[config.mk]
export PLATFORM = sky130hd
export DESIGN_NAME = q_update_writer
export DESIGN_NICKNAME = d
export VERILOG_FILES = /design/src/rtl/q_update_writer.sv
export SDC_FILE = /design/constraint.sdc
export NUM_CORES = 1
export LEC_CHECK = 0
export ABC_AREA = 1
export BUFFER_PORTS_ARGS = -buffer_cell sky130_fd_sc_hd__buf_2
export CORE_ASPECT_RATIO = 1.1
export CORE_MARGIN = 4
export CORE_UTILIZATION = 35
export CTS_CLUSTER_SIZE = 8
export DETAILED_ROUTE_END_ITERATION = 8
export GPL_TIMING_DRIVEN = 0
export SETUP_SLACK_MARGIN = 0.2
export SLEW_MARGIN = 5
export SYNTH_ARGS = -nofsm -noshare
export SYNTH_HDL_FRONTEND = slang
export SYNTH_SLANG_ARGS = --single-unit
[constraint.sdc]
create_clock -name clk -period 5.9 [get_ports clk]
set_input_delay 0.885 -clock clk [delete_from_list [all_inputs] [get_ports clk]]
set_output_delay 0.885 -clock clk [all_outputs]
set_load 0.005 [all_outputs]
[src/rtl/q_update_writer.sv]
// Q-learning update writer: read-modify-write of one Q-table entry per request.
// Optional clamping of the updated value enabled by defining Q_UPD_SAT_EN.
module q_update_writer #(
  parameter int STATE_W     = 8,
  parameter int ALPHA_SHIFT = 2,
  parameter int GAMMA_SHIFT = 3
) (
  input  logic               clk,
  input  logic               rst_n,
  input  logic               upd_valid,
  output logic               upd_ready,
  input  logic [STATE_W-1:0] upd_state,
  input  logic [3:0]         upd_action,
  input  logic [15:0]        upd_reward,
  input  logic [15:0]        upd_max_next,
  output logic               mem_rd_en,
  output logic               mem_wr_en,
  output logic [STATE_W+3:0] mem_addr,
  output logic [15:0]        mem_wr_data,
  input  logic [15:0]        mem_rd_data,
  output logic               upd_done,
  output logic               upd_err,
  output logic [15:0]        upd_cnt
);

  typedef enum logic [2:0] {
    S_IDLE,
    S_RD,
    S_WT,
    S_CALC,
    S_WR,
    S_ERR
  } st_t;

  st_t         st;
  logic [15:0] rew_r;
  logic [15:0] max_r;
  logic [15:0] q_r;

  logic signed [18:0] m_x;
  logic signed [18:0] g;
  logic signed [18:0] t;
  logic signed [18:0] d;
  logic signed [18:0] n;
  logic [15:0]        wr_val;

  always_comb begin
    m_x = {3'b000, max_r};
    g   = m_x - (m_x >> GAMMA_SHIFT);
    t   = {{3{rew_r[15]}}, rew_r} + g;
    d   = t - {3'b000, q_r};
    n   = {3'b000, q_r} + (d >>> ALPHA_SHIFT);
`ifdef Q_UPD_SAT_EN
    if (n[18])
      wr_val = 16'h0000;
    else if (|n[17:16])
      wr_val = 16'hFFFF;
    else
      wr_val = n[15:0];
`else
    wr_val = n[15:0];
`endif
  end

  always_ff @(posedge clk or negedge rst_n) begin
    if (!rst_n) begin
      st          <= S_IDLE;
      upd_ready   <= 1'b1;
      mem_rd_en   <= 1'b0;
      mem_wr_en   <= 1'b0;
      upd_done    <= 1'b0;
      upd_err     <= 1'b0;
      mem_addr    <= '0;
      mem_wr_data <= '0;
      upd_cnt     <= '0;
      rew_r       <= '0;
      max_r       <= '0;
      q_r         <= '0;
    end else begin
      mem_rd_en <= 1'b0;
      mem_wr_en <= 1'b0;
      upd_done  <= 1'b0;
      upd_err   <= 1'b0;
      unique case (st)
        S_IDLE: begin
          if (upd_valid && upd_ready) begin
            upd_ready <= 1'b0;
            if (upd_action > 4'd8) begin
              st      <= S_ERR;
              upd_err <= 1'b1;
            end else begin
              st        <= S_RD;
              mem_rd_en <= 1'b1;
              mem_addr  <= {upd_state, upd_action};
              rew_r     <= upd_reward;
              max_r     <= upd_max_next;
            end
          end
        end
        S_RD: st <= S_WT;
        S_WT: begin
          q_r <= mem_rd_data;
          st  <= S_CALC;
        end
        S_CALC: begin
          mem_wr_data <= wr_val;
          mem_wr_en   <= 1'b1;
          upd_done    <= 1'b1;
          upd_cnt     <= upd_cnt + 16'd1;
          st          <= S_WR;
        end
        S_WR, S_ERR: begin
          st        <= S_IDLE;
          upd_ready <= 1'b1;
        end
        default: begin
          st        <= S_IDLE;
          upd_ready <= 1'b1;
        end
      endcase
    end
  end

endmodule

Yosys cells after proc, flatten, opt, wreduce, memory -nomap -nowiden
Cells that the tools add are included.
Widths: inputs -> output; s select.
{ "totals": {"ff_bits": 99, "inputBits": 63, "out_inout_bits": 49, "word_cells": 40} }
{ "op_classes": {"n_addsub": 5, "n_lt_le_gt_ge": 1, "n_eq_ne": 4, "muxes": 12, "n_bitwise": 2, "n_reduce_logical": 5} }
{ "ops": {"columns": ["operator", "n"], "rows": [
  ["$add 16x17->18", 1],
  ["$sub 18x17->18", 1],
  ["$sub 16x13->17", 1],
  ["$add 16x1->16 const B", 1],
  ["$add 16x16->16", 1],
  ["$pmux 3 s4", 1],
  ["$mux 1", 8],
  ["$eq 3x2->1 const B", 2],
  ["$mux 3", 2],
  ["$gt 4x4->1 const B", 1],
  ["$eq 3x1->1 const B", 1],
  ["$logic_not 3->1", 1],
  ["$reduce_and 3->1", 1],
  ["$reduce_or 3->1", 1],
  ["$ne 2x2->1 const B", 1],
  ["$not 1->1", 2],
  ["$pmux 1 s2", 1],
  ["$reduce_and 2->1", 1],
  ["$logic_and 1x1->1", 1]
]} }

Depth between registers and ports, before layout
Gate-level depths: netlist (run 1).
{ "logic_depth": {"word_depth": 4, "ltp_mapped": 30, "ltp_nobuf": 30} }

Worst setup path after synthesis (run 1)
No wires, ideal clock.
{ "synth_path": {"path_type": "register to register", "start": "reg max_r[3]", "end": "reg mem_wr_data[14]", "arrival_ns": 4.533, "required_ns": 5.782, "setup_slack_ns": 1.249, "stages_incl_launch_ff": 25, "path_cell_list": "dfrtp_1 > ha_1 > fa_1 > nand3b_1 > nand2_1 > a21boi_0 > o21ai_0 > a21oi_1 > xor2_1 > fa_1 > inv_1 > ha_1 > a21oi_1 > a21boi_0 > o21ai_0 > nand2_1 > nand2_1 > ha_1 > a21oi_1 > o21ai_0 > a21oi_1 > nand2_1 > or2_2 > nand3_1 > nand2_1"} }
{ "synth_via": {"elab_chain_cells": 4} }
{ "synth_lines": {"columns": ["item", "line", "source"], "rows": [
  ["start: declaration", "37", "logic [15:0] max_r;"],
  ["start signal: assignment", "96", "max_r <= upd_max_next;"],
  ["$sub 16x13->17", "49", "g = m_x - (m_x >> GAMMA_SHIFT);"],
  ["$add 16x17->18", "50", "t = {{3{rew_r[15]}}, rew_r} + g;"],
  ["$sub 18x17->18", "51", "d = t - {3'b000, q_r};"],
  ["$add 16x16->16", "52", "n = {3'b000, q_r} + (d >>> ALPHA_SHIFT);"],
  ["end signal: assignment", "106", "mem_wr_data <= wr_val;"],
  ["end: declaration", "19", "output logic [15:0] mem_wr_data,"]
]} }
Every way passes these cells.
A chain may end at the register's enable or synchronous reset.

Worst setup path in the final report (run 1)
Same ends and word-level chain as after synthesis.

==> impl_metrics.csv, run 1 <==
group,metric,value,unit
run_status,status,"finished, final reports clean",
power_and_ir_drop,combPwrFrac,15.9,%
global_routing,grt_pass1_vias,5188,
hold_path,holdPathEnd,"mem_addr[7]",
hold_path,whs_path_depth,2,
floorplan,ioPinCount,112,
setup_path,cp-start-kind,"register",
sta,hold_ws,0.4645,ns
yosys,synthTopCellsByArea,"dfrtp_1 (38%), nand2_1 (12%), ha_1 (9.3%), inv_1 (6.7%), fa_1 (5.3%)",
sta,post-route-period-util,88.48,%
drt,via_count,5195,
power_and_ir_drop,pwr_density_cell,205.5,nW/µm²
setup_path,r2r_start,"max_r[3]",
run,max_cap_violations,0,
setup_path,critical_path_class,"reg2reg",
cts,htree_levels,3,
cts,cts.clk_slew.worst_paths,0.07,ns
yosys,synthArstFlopShare,100.0,%
sta,fin_crit,5.220,ns
cts,cts_root_buf,"clkbuf_16",
floorplan,row_count,51,
yosys,synth_edf_count,0,
yosys,synth-main-ff-cell,"dfrtp_1",
floorplan,core_area,17930,µm²
drt,drcViolationCount,0,
placed_design,dpl_worst_slack,0.6539,ns
final_layout,multi_input_area,3477,µm²
sta,max_clock_freq,191.6,MHz
power_and_ir_drop,p_clk_share,40.2,%
drt,antenna_left,0,
cts,hold_buffers,0,
yosys,yosysTopAreaCellShare,37.91,%
yosys,yosysWarnings,0,
global_routing,grt.overflow.total,0,
yosys,ys_ff_latch,99,
yosys,synth_largest_area_cell,"dfrtp_1",
floorplan,start_util,36.08,%
power_and_ir_drop,vdd_drop_max,0.1366,mV
cts,cts_sinks,99,
final_layout,finalNetCount,1032,
yosys,syn-num-nets,909,
floorplan,die-width,137.6,µm
drt,first_pass_iters,5,
setup_path,worstReg2RegEnd,"mem_wr_data[14]",
final_layout,regArea,2479,µm²
final_layout,fillers,1809,
global_routing,grt_antenna_before_repair,0,
placed_design,portBuffers,111,
global_routing,grt_max_degree,64,
yosys,syn_area,6469,µm²
power_and_ir_drop,p_leak,4.204,nW
yosys,yosysSeqAreaShare,38.32,%
placed_design,dp_hpwl,12.36,mm
sta,setup_slack,0.6796,ns
power_and_ir_drop,p_sw,0.0004320,W
setup_path,crit_path_end_kind,"register",
sta,max_slew_margin,64.95,%
final_layout,final_cell_mix,"nand2_1 (199), inv_1 (116), buf_2 (115)",
setup_path,worstPathMaxFanout,5,
yosys,postSynthAreaPerCell,8.283,µm²
yosys,synthCells,781,
sta,drv_slew,0,
sta,tightest_slew,0.5258,ns
final_layout,syn2layout_area_growth,18.49,%
setup_path,rrSetupSlack,0.68,ns
cts,clock_path_buffers,2,
cts,clk_latency,0.36,ns
cts,cts_tree,"done",
sta,setup-violations-final,0,
sta,skew,0.008803,ns
floorplan,dieArea,20720,µm²
yosys,synthDistinctLibCells,38,
setup_path,crit_required,6.14,ns
drt,drtIter0Drc,198,
cts,post_cts_buffers,0,
global_routing,grtUsageTotal,15.50,%
power_and_ir_drop,swShare,27.42,%
setup_path,reg2reg_depth,24,
power_and_ir_drop,seq_power_share,43.9,%
global_routing,grt_pass1_wl,25.19,mm
final_layout,layout_commonest_cell,"nand2_1",
sta,hold_viol,0,
floorplan,fp.dieH,150.6,µm
cts,cts_buffers,9,
final_layout,antennaDiodeCount,0,
sta,rsz0062_at_grt,"no",
drt,routedWlPerCell,13.31,µm
final_layout,drive_gt1_share,18.48,%
placed_design,place_congestion,0.8415,
sta,tns,0,ns
hold_path,hold_class,"reg2reg",
drt,finalWirelength,15.26,mm
drt,vias_per_cell,4.529,
setup_path,worstPathArrival,5.46,ns
hold_path,worstHoldStart,"mem_addr[7]",
power_and_ir_drop,intPower,0.001143,W
through the flow:
stage | cell area, µm² | total power [W] | std cells | utilization (%)
after detailed placement | 7352 | 0.0009563 | 1131 | 41.00
final | 7665 | 0.001575 | 1147 | 42.75
after floorplan | 6469 | 0.0008766 | 781 | -
after CTS | 7665 | 0.001597 | 1147 | 42.75
after global routing | 7665 | 0.001659 | 1147 | 42.75
after global placement | 7322 | 0.0009523 | 1130 | 40.83
sequential cells by signal (all words and copies together) (netlist names):
signal / cells
mem_addr: 12
upd_cnt: 16
upd_done: 1
mem_wr_data: 16
rew_r: 16
mem_rd_en: 1
upd_err: 1
max_r: 16
st: 3
q_r: 16
upd_ready: 1
area by class of cell:
type                            count  share of cell area (%)
Inverter                          117                   5.730
Tap cell                          238                   3.885
Multi-Input combinational cell    551                   45.36
Sequential cell                    99                   32.34
Clock buffer                       12                   3.346
Buffer                             14                  0.9631
Timing Repair Buffer              112                   7.640
Clock inverter                      4                  0.7346
timing repair:
item                                    4_1_cts  5_1_grt
resized for setup                             0        1
endpoints found under the setup margin        0        1
hold endpoints to repair                      0        0
synthesized netlist by cell type, types with 2 or more instances:
library cell and number:
nand2_1 199, inv_1 116, dfrtp_1 98, o21ai_0 56
ha_1 48, a21oi_1 40, nand3_1 36, nor2_1 35
xor2_1 26, xnor2_1 22, fa_1 17, mux2_2 14
nand4_1 8, nor3_1 7, a21o_1 5, buf_2 5
clkbuf_1 5, a31oi_1 4, nor2_2 4, o21bai_1 4
or2_2 4, a211oi_1 3, a21boi_0 3, nand3_2 3
nor2_4 3, buf_4 2, nand3b_1 2, o21a_1 2
power groups by stage:
stage               Clock [W]  Combinational, W  Sequential [W]
finish               0.000633          0.000251        0.000692
global route         0.000677          0.000289        0.000693
CTS                  0.000652          0.000253        0.000692
detailed placement          0          0.000251        0.000705
global placement            0          0.000247        0.000705
floorplan                   0          0.000175        0.000702
critical path: stages (launching register included):
cell	delay, ns
dfrtp_1	0.42
ha_1	0.22
fa_1	0.40
nand3b_1	0.17
nand2_1	0.13
a21boi_0	0.16
o21ai_0	0.34
a21oi_1	0.13
xor2_1	0.17
fa_1	0.48
inv_1	0.04
ha_1	0.36
a21oi_1	0.28
a21boi_1	0.31
o21ai_0	0.11
nand2_1	0.06
nand2_1	0.05
ha_1	0.34
a21oi_1	0.23
o21ai_0	0.10
a21oi_1	0.12
nand2_1	0.08
or2_2	0.27
nand3_1	0.07
nand2_1	0.06
layer usage:
metal / share of wire, % / vias to the layer above / global-route usage, %
li1: - / 2755 / -
met1: 48 / 2333 / 21.28
met2: 46 / 93 / 25.12
met3: 4.3 / 14 / 2.674
met4: 1.4 / 0 / 4.441
met5: 0 / - / 0
logic make-up after synthesis:
group,synth area share (%)
AOI/OAI and AO/OA,10.04
xor gates and xnor gates,6.499
adders and majority gates,14.55
buffers and inverters,7.930
DFF,38.32
muxes,2.437
and+or+nand+nor,20.23
worst max path at each step:
| stage | startpoint | end | slack [ns] | depth (start not counted) |
|---|---|---|---|---|
| floorplan | max_r[3] | mem_wr_data[14] | 1.25 | 24 |
| global placement | max_r[3] | mem_wr_data[14] | 0.65 | 26 |
| detailed placement | max_r[3] | mem_wr_data[14] | 0.65 | 24 |
| CTS | max_r[3] | mem_wr_data[14] | 0.61 | 26 |
| global route | max_r[3] | mem_wr_data[14] | 0.25 | 26 |
| finish | max_r[3] | mem_wr_data[14] | 0.68 | 24 |
Note: power is estimated with default switching activity, not from simulation.
==> run 2, diff against run 1 <==
- CTS_CLUSTER_DIAMETER: not set -> 120
- RECOVER_POWER: not set -> 50
- REMOVE_ABC_BUFFERS: not set -> 1
==> run 2 against run 1 <==
  * The run now ends with max-capacitance violations, max-slew violations left
  * Sequential cell count unchanged
  * Via count is 1.5% lower
  * Critical path type unchanged
  * Sequential share of layout area up 0.41 points
  * Clock skew increased by 0.0034 ns
  * Critical path depth unchanged
  * Sequential power about the same
  * Global-route usage is 0.44 points lower
  * Wire length down 4.2%
  * Cell area fell by 1.2%
  * Largest cell class unchanged
  * Clock power about the same
  * Highest routed layer unchanged
  * Register-to-register slack about the same
  * First-iteration DRC count grew 8.6%
==> impl_metrics.csv, run 2 (synthesis results as in run 1) <==
group,metric,value,unit
run_status,status,"finished, violations left",
run_status,violations,"max-capacitance violations, max-slew violations",
cts,cts_sinks,99,
setup_path,critical_path_class,"reg2reg",
sta,post-route-period-util,88.58,%
floorplan,core_area,17930,µm²
global_routing,grt_max_degree,71,
power_and_ir_drop,pwr_density_cell,208.2,nW/µm²
cts,cts.clk_slew.worst_paths,0.08,ns
setup_path,worstPathArrival,5.46,ns
sta,fin_crit,5.226,ns
floorplan,start_util,36.08,%
final_layout,antennaDiodeCount,0,
placed_design,portBuffers,111,
cts,cts_buffers,9,
global_routing,grt_pass1_wl,24.67,mm
drt,vias_per_cell,4.511,
drt,routedWlPerCell,12.89,µm
sta,rsz0062_at_grt,"no",
placed_design,dpl_worst_slack,0.6185,ns
global_routing,grtUsageTotal,15.07,%
placed_design,dp_hpwl,11.45,mm
final_layout,layout_commonest_cell,"nand2_1",
setup_path,cp-start-kind,"register",
sta,tightest_slew,2.317,ns
hold_path,hold_class,"reg2reg",
global_routing,grt.overflow.total,0,
sta,hold_ws,0.4677,ns
sta,max_slew_margin,-54.49,%
floorplan,fp.dieH,150.6,µm
sta,hold_viol,0,
sta,tns,0,ns
drt,finalWirelength,14.62,mm
drt,first_pass_iters,4,
floorplan,ioPinCount,112,
cts,cts_tree,"done",
final_layout,drive_gt1_share,16.52,%
drt,drtIter0Drc,215,
sta,setup_slack,0.6740,ns
power_and_ir_drop,p_leak,4.139,nW
power_and_ir_drop,vdd_drop_max,0.1451,mV
final_layout,syn2layout_area_growth,17.02,%
setup_path,crit_path_end_kind,"register",
floorplan,dieArea,20720,µm²
run,max_cap_violations,1,
sta,drv_slew,40,
drt,via_count,5115,
sta,setup-violations-final,0,
global_routing,grt_pass1_vias,5172,
placed_design,place_congestion,0.8410,
final_layout,finalNetCount,1019,
floorplan,row_count,51,
setup_path,crit_required,6.14,ns
global_routing,grt_antenna_before_repair,0,
cts,clk_latency,0.36,ns
drt,drcViolationCount,0,
drt,antenna_left,0,
final_layout,final_cell_mix,"nand2_1 (200), inv_1 (116), buf_2 (105)",
sta,max_clock_freq,191.4,MHz
cts,htree_levels,3,
cts,clock_path_buffers,2,
sta,skew,0.01222,ns
floorplan,die-width,137.6,µm
setup_path,worstPathMaxFanout,5,
cts,cts_root_buf,"clkbuf_16",
final_layout,fillers,1875,
run 2: changes by cell type in the layout (fill, tap and decap cells not counted), moves of 2 or more:
| cell | previous run | this run |
|---|---|---|
| nor2_1 | 35 | 38 |
| inv_8 | 0 | 2 |
| clkbuf_8 | 2 | 0 |
| buf_2 | 115 | 105 |
| nand3_1 | 36 | 39 |
| buf_4 | 3 | 0 |
| nand3_2 | 3 | 1 |
| nor2_2 | 4 | 2 |
run 2: cell type report:
type,count,area [µm²],area share [%]
well taps,238,297.8,3.934
clock buffers,9,225.2,2.975
repair buffers,113,595.6,7.868
inverters,117,439.2,5.802
clock inverters,7,93.84,1.240
multi-input cells,551,3440,45.44
flip-flops and latches,99,2479,32.74
run 2: critical path, cell delays in order (launching register included):
cell,delay [ns]
dfrtp_1,0.41
ha_1,0.22
fa_1,0.41
nand3b_1,0.18
nand2_1,0.13
a21boi_0,0.13
o21ai_0,0.33
a21oi_1,0.13
xor2_1,0.18
fa_1,0.48
inv_1,0.04
ha_1,0.36
a21oi_1,0.28
a21boi_1,0.32
o21ai_0,0.12
nand2_1,0.06
nand2_1,0.05
ha_1,0.35
a21oi_1,0.22
o21ai_0,0.10
a21oi_1,0.12
nand2_1,0.08
or2_2,0.27
nand3_1,0.07
nand2_1,0.07
run 2: timing repair:
item / 4_1_cts / 5_1_grt
resized for setup: 0 / 1
endpoints found under the setup margin: 0 / 1
hold buffers: 0 / 0
endpoints found under the hold margin: 0 / 0
setup buffers: 0 / 0
run 2: per-stage QoR:
step	cells	utilization [%]	power [W]	area (µm²)
floorplan	767	-	0.0008766	6395
global placement	1116	40.42	0.0009530	7248
detailed placement	1117	40.59	0.0009562	7278
CTS	1133	42.37	0.001606	7597
global route	1134	42.22	0.001670	7570
finish	1134	42.22	0.001576	7570
run 2: where the power goes:
group          switching, W  internal, W  total [W]
registers        0.00000796     0.000684   0.000691
logic              0.000145     0.000103   0.000249
clock network      0.000294     0.000342   0.000636
total              0.000448      0.00113    0.00158
run 2: final timing paths:
kind	cells past startpoint	from	endpoint	slack, ns
hold / removal	1	upd_cnt[15]	upd_cnt[15]	0.47
hold reg to reg	1	upd_cnt[15]	upd_cnt[15]	0.47
setup / recovery	24	max_r[3]	mem_wr_data[14]	0.67
max in group asynchronous	1	rst_n	rew_r[13]	3.35
setup reg to reg	24	max_r[3]	mem_wr_data[14]	0.67
min in group asynchronous	1	rst_n	upd_cnt[7]	1.20
run 2: layer usage:
metal | vias up | wire [µm] | GRT usage (%)
met1 | 2301 | 7210 | 20.51
met2 | 80 | 6699 | 24.32
met4 | 0 | 300 | 5.639
met5 | - | 0 | 0
li1 | 2719 | - | -
met3 | 15 | 404 | 2.106
==> run 3, diff against run 2 <==
- HOLD_SLACK_MARGIN: not set -> 0.03
- MAX_ROUTING_LAYER: not set -> met4
==> run 3 against run 2 <==
  * The run still ends with max-capacitance violations, max-slew violations left
  * Clock skew up 0.0061 ns
  * Wire length is 0.89% lower
  * Clock power is 7.2% lower
  * Final cell count stayed put
  * Count of clock-buffer cells in the layout grew 1
  * Critical endpoint unchanged
  * Largest cell class unchanged
  * Largest power group unchanged
==> impl_metrics.csv, run 3 (synthesis results as in run 1) <==
group,metric,value,unit
run_status,status,"finished, violations left",
run_status,violations,"max-capacitance violations, max-slew violations",
cts,post_cts_buffers,0,
placed_design,portBuffers,111,
floorplan,start_util,36.08,%
hold_path,hold_class,"reg2reg",
sta,hold_viol,0,
sta,skew,0.01829,ns
placed_design,place_congestion,0.8367,
final_layout,final_cell_mix,"nand2_1 (199), inv_1 (116), buf_2 (104)",
hold_path,worstHoldStart,"upd_cnt[15]",
cts,clk_latency,0.35,ns
global_routing,grt_max_degree,71,
setup_path,worstPathMaxFanout,5,
drt,vias_per_cell,4.475,
hold_path,holdPathEnd,"upd_cnt[15]",
setup_path,cp_cell_sequence,"ha_1 > fa_1 > nand3b_1 > nand2_1 > a21boi_0 > o21ai_0 > a21oi_1 > xor2_1 > fa_1 > inv_1 > ha_1 > a21oi_1 > a21boi_0 > o21ai_0 > nand2_1 > nand2_1 > ha_1 > a21oi_1 > o21ai_0 > a21oi_1 > nand2_1 > or2_2 > nand3_1 > nand2_1",
cts,cts_tree,"done",
placed_design,dp_hpwl,11.42,mm
sta,max_clock_freq,190.5,MHz
final_layout,antennaDiodeCount,0,
sta,tns,0,ns
final_layout,syn2layout_area_growth,16.42,%
final_layout,layout_commonest_cell,"nand2_1",
setup_path,reg2reg_depth,24,
setup_path,cp-start-kind,"register",
sta,setup-violations-final,0,
floorplan,dieArea,20720,µm²
setup_path,worstPathArrival,5.48,ns
drt,finalWirelength,14.49,mm
run,max_cap_violations,2,
setup_path,crit_required,6.13,ns
global_routing,grt_pass1_wl,24.23,mm
drt,antenna_left,0,
cts,cts_sinks,99,
sta,hold_ws,0.4679,ns
setup_path,slowest_delay,0.48,ns
setup_path,cp_common_cell,"nand2_1",
final_layout,fillers,1866,
setup_path,critPathLaunch,"max_r[3]",
sta,tightest_slew,2.622,ns
floorplan,die-width,137.6,µm
cts,cts_buffers,9,
drt,via_count,5075,
global_routing,grt_antenna_before_repair,0,
setup_path,critical_path_class,"reg2reg",
power_and_ir_drop,pwr_density_cell,203.0,nW/µm²
final_layout,final_area,7531,µm²
floorplan,fp.dieH,150.6,µm
drt,drcViolationCount,0,
final_layout,finalNetCount,1019,
placed_design,placed_cell_area,7278,µm²
drt,first_pass_iters,4,
sta,max_slew_margin,-74.79,%
global_routing,grt.overflow.total,0,
power_and_ir_drop,vdd_drop_max,0.1279,mV
drt,routedWlPerCell,12.77,µm
setup_path,rrSetupSlack,0.65,ns
global_routing,grt_pass1_vias,5030,
sta,rsz0062_at_grt,"no",
cts,hold_buffers,0,
cts,htree_levels,3,
floorplan,ioPinCount,112,
floorplan,row_count,51,
global_routing,grtUsageTotal,15.17,%
sta,post-route-period-util,88.98,%
final_layout,drive_gt1_share,16.29,%
cts,cts_root_buf,"clkbuf_16",
cts,cts.clk_slew.worst_paths,0.08,ns
drt,drtIter0Drc,195,
hold_path,whs_path_depth,1,
power_and_ir_drop,p_leak,4.122,nW
cts,cts-resized-gates,0,
sta,fin_crit,5.250,ns
power_and_ir_drop,p_total,0.001529,W
cts,clock_path_buffers,2,
setup_path,worstReg2RegEnd,"mem_wr_data[14]",
setup_path,r2r_start,"max_r[3]",
setup_path,crit_path_end_kind,"register",
setup_path,cpMaxStageDelayCell,"fa_1",
sta,drv_slew,102,
floorplan,core_area,17930,µm²
-- run 3: cell types whose count changed in the layout (fill, tap and decap cells not counted), sizes merged --
cell	before	now
dlymetal6s4s	0	1
inv	120	118
clkinvlp	1	2
bufinv	1	0
buf	107	105
clkinv	2	3
clkbuf	15	17
-- run 3: worst max-delay path by stage --
stage	endpoint	cells past startpoint
3_3_place_gp	mem_wr_data[14]	24
6_report	mem_wr_data[14]	24
2_1_floorplan	mem_wr_data[14]	24
3_5_place_dp	mem_wr_data[14]	24
4_1_cts	mem_wr_data[14]	24
5_1_grt	max_r[12]	2
-- run 3: layer usage --
metal / up-vias / part of all wire (%) / global-route usage [%] / wire length [µm]
li1: 2722 / - / - / -
met1: 2272 / 50 / 20.41 / 7174
met2: 75 / 47 / 23.80 / 6748
met3: 6 / 3.2 / 2.674 / 457
met4: 0 / 0.72 / 3.792 / 105
met5: - / 0 / - / 0
-- run 3: worst max-delay path: cells and delay by family (launching register included) --
family                     cells  cell delay (ns)
adders and majority gates      5             1.80
AOI/OAI and AO/OA              9             1.79
and+or+nand+nor                8             0.91
DFF                            1             0.41
xor gates and xnor gates       1             0.17
buffers and inverters          1             0.04
-- run 3: where the power goes --
part           switching, W  leakage (nW)  internal [W]
logic              0.000145          2.79      0.000102
clock network      0.000283         0.140      0.000307
registers        0.00000797          1.20      0.000684
-- run 3: cell type report --
cell class | count | area [µm²] | area share, %
Tap cell | 238 | 297.8 | 3.954
Clock buffer | 10 | 239.0 | 3.173
Clock inverter | 6 | 60.06 | 0.7975
Multi-Input combinational cell | 551 | 3437 | 45.64
Sequential cell | 99 | 2479 | 32.91
Inverter | 117 | 439.2 | 5.832
Timing Repair Buffer | 113 | 579.3 | 7.692
-- run 3: per-stage QoR --
step,instances,worst slack (ns),util [%]
floorplan,767,1.247,-
global placement,1116,0.6455,40.42
detailed placement,1117,0.6573,40.59
CTS,1133,0.6209,42.26
global route,1134,0.1410,42.00
finish,1134,0.6504,42.00
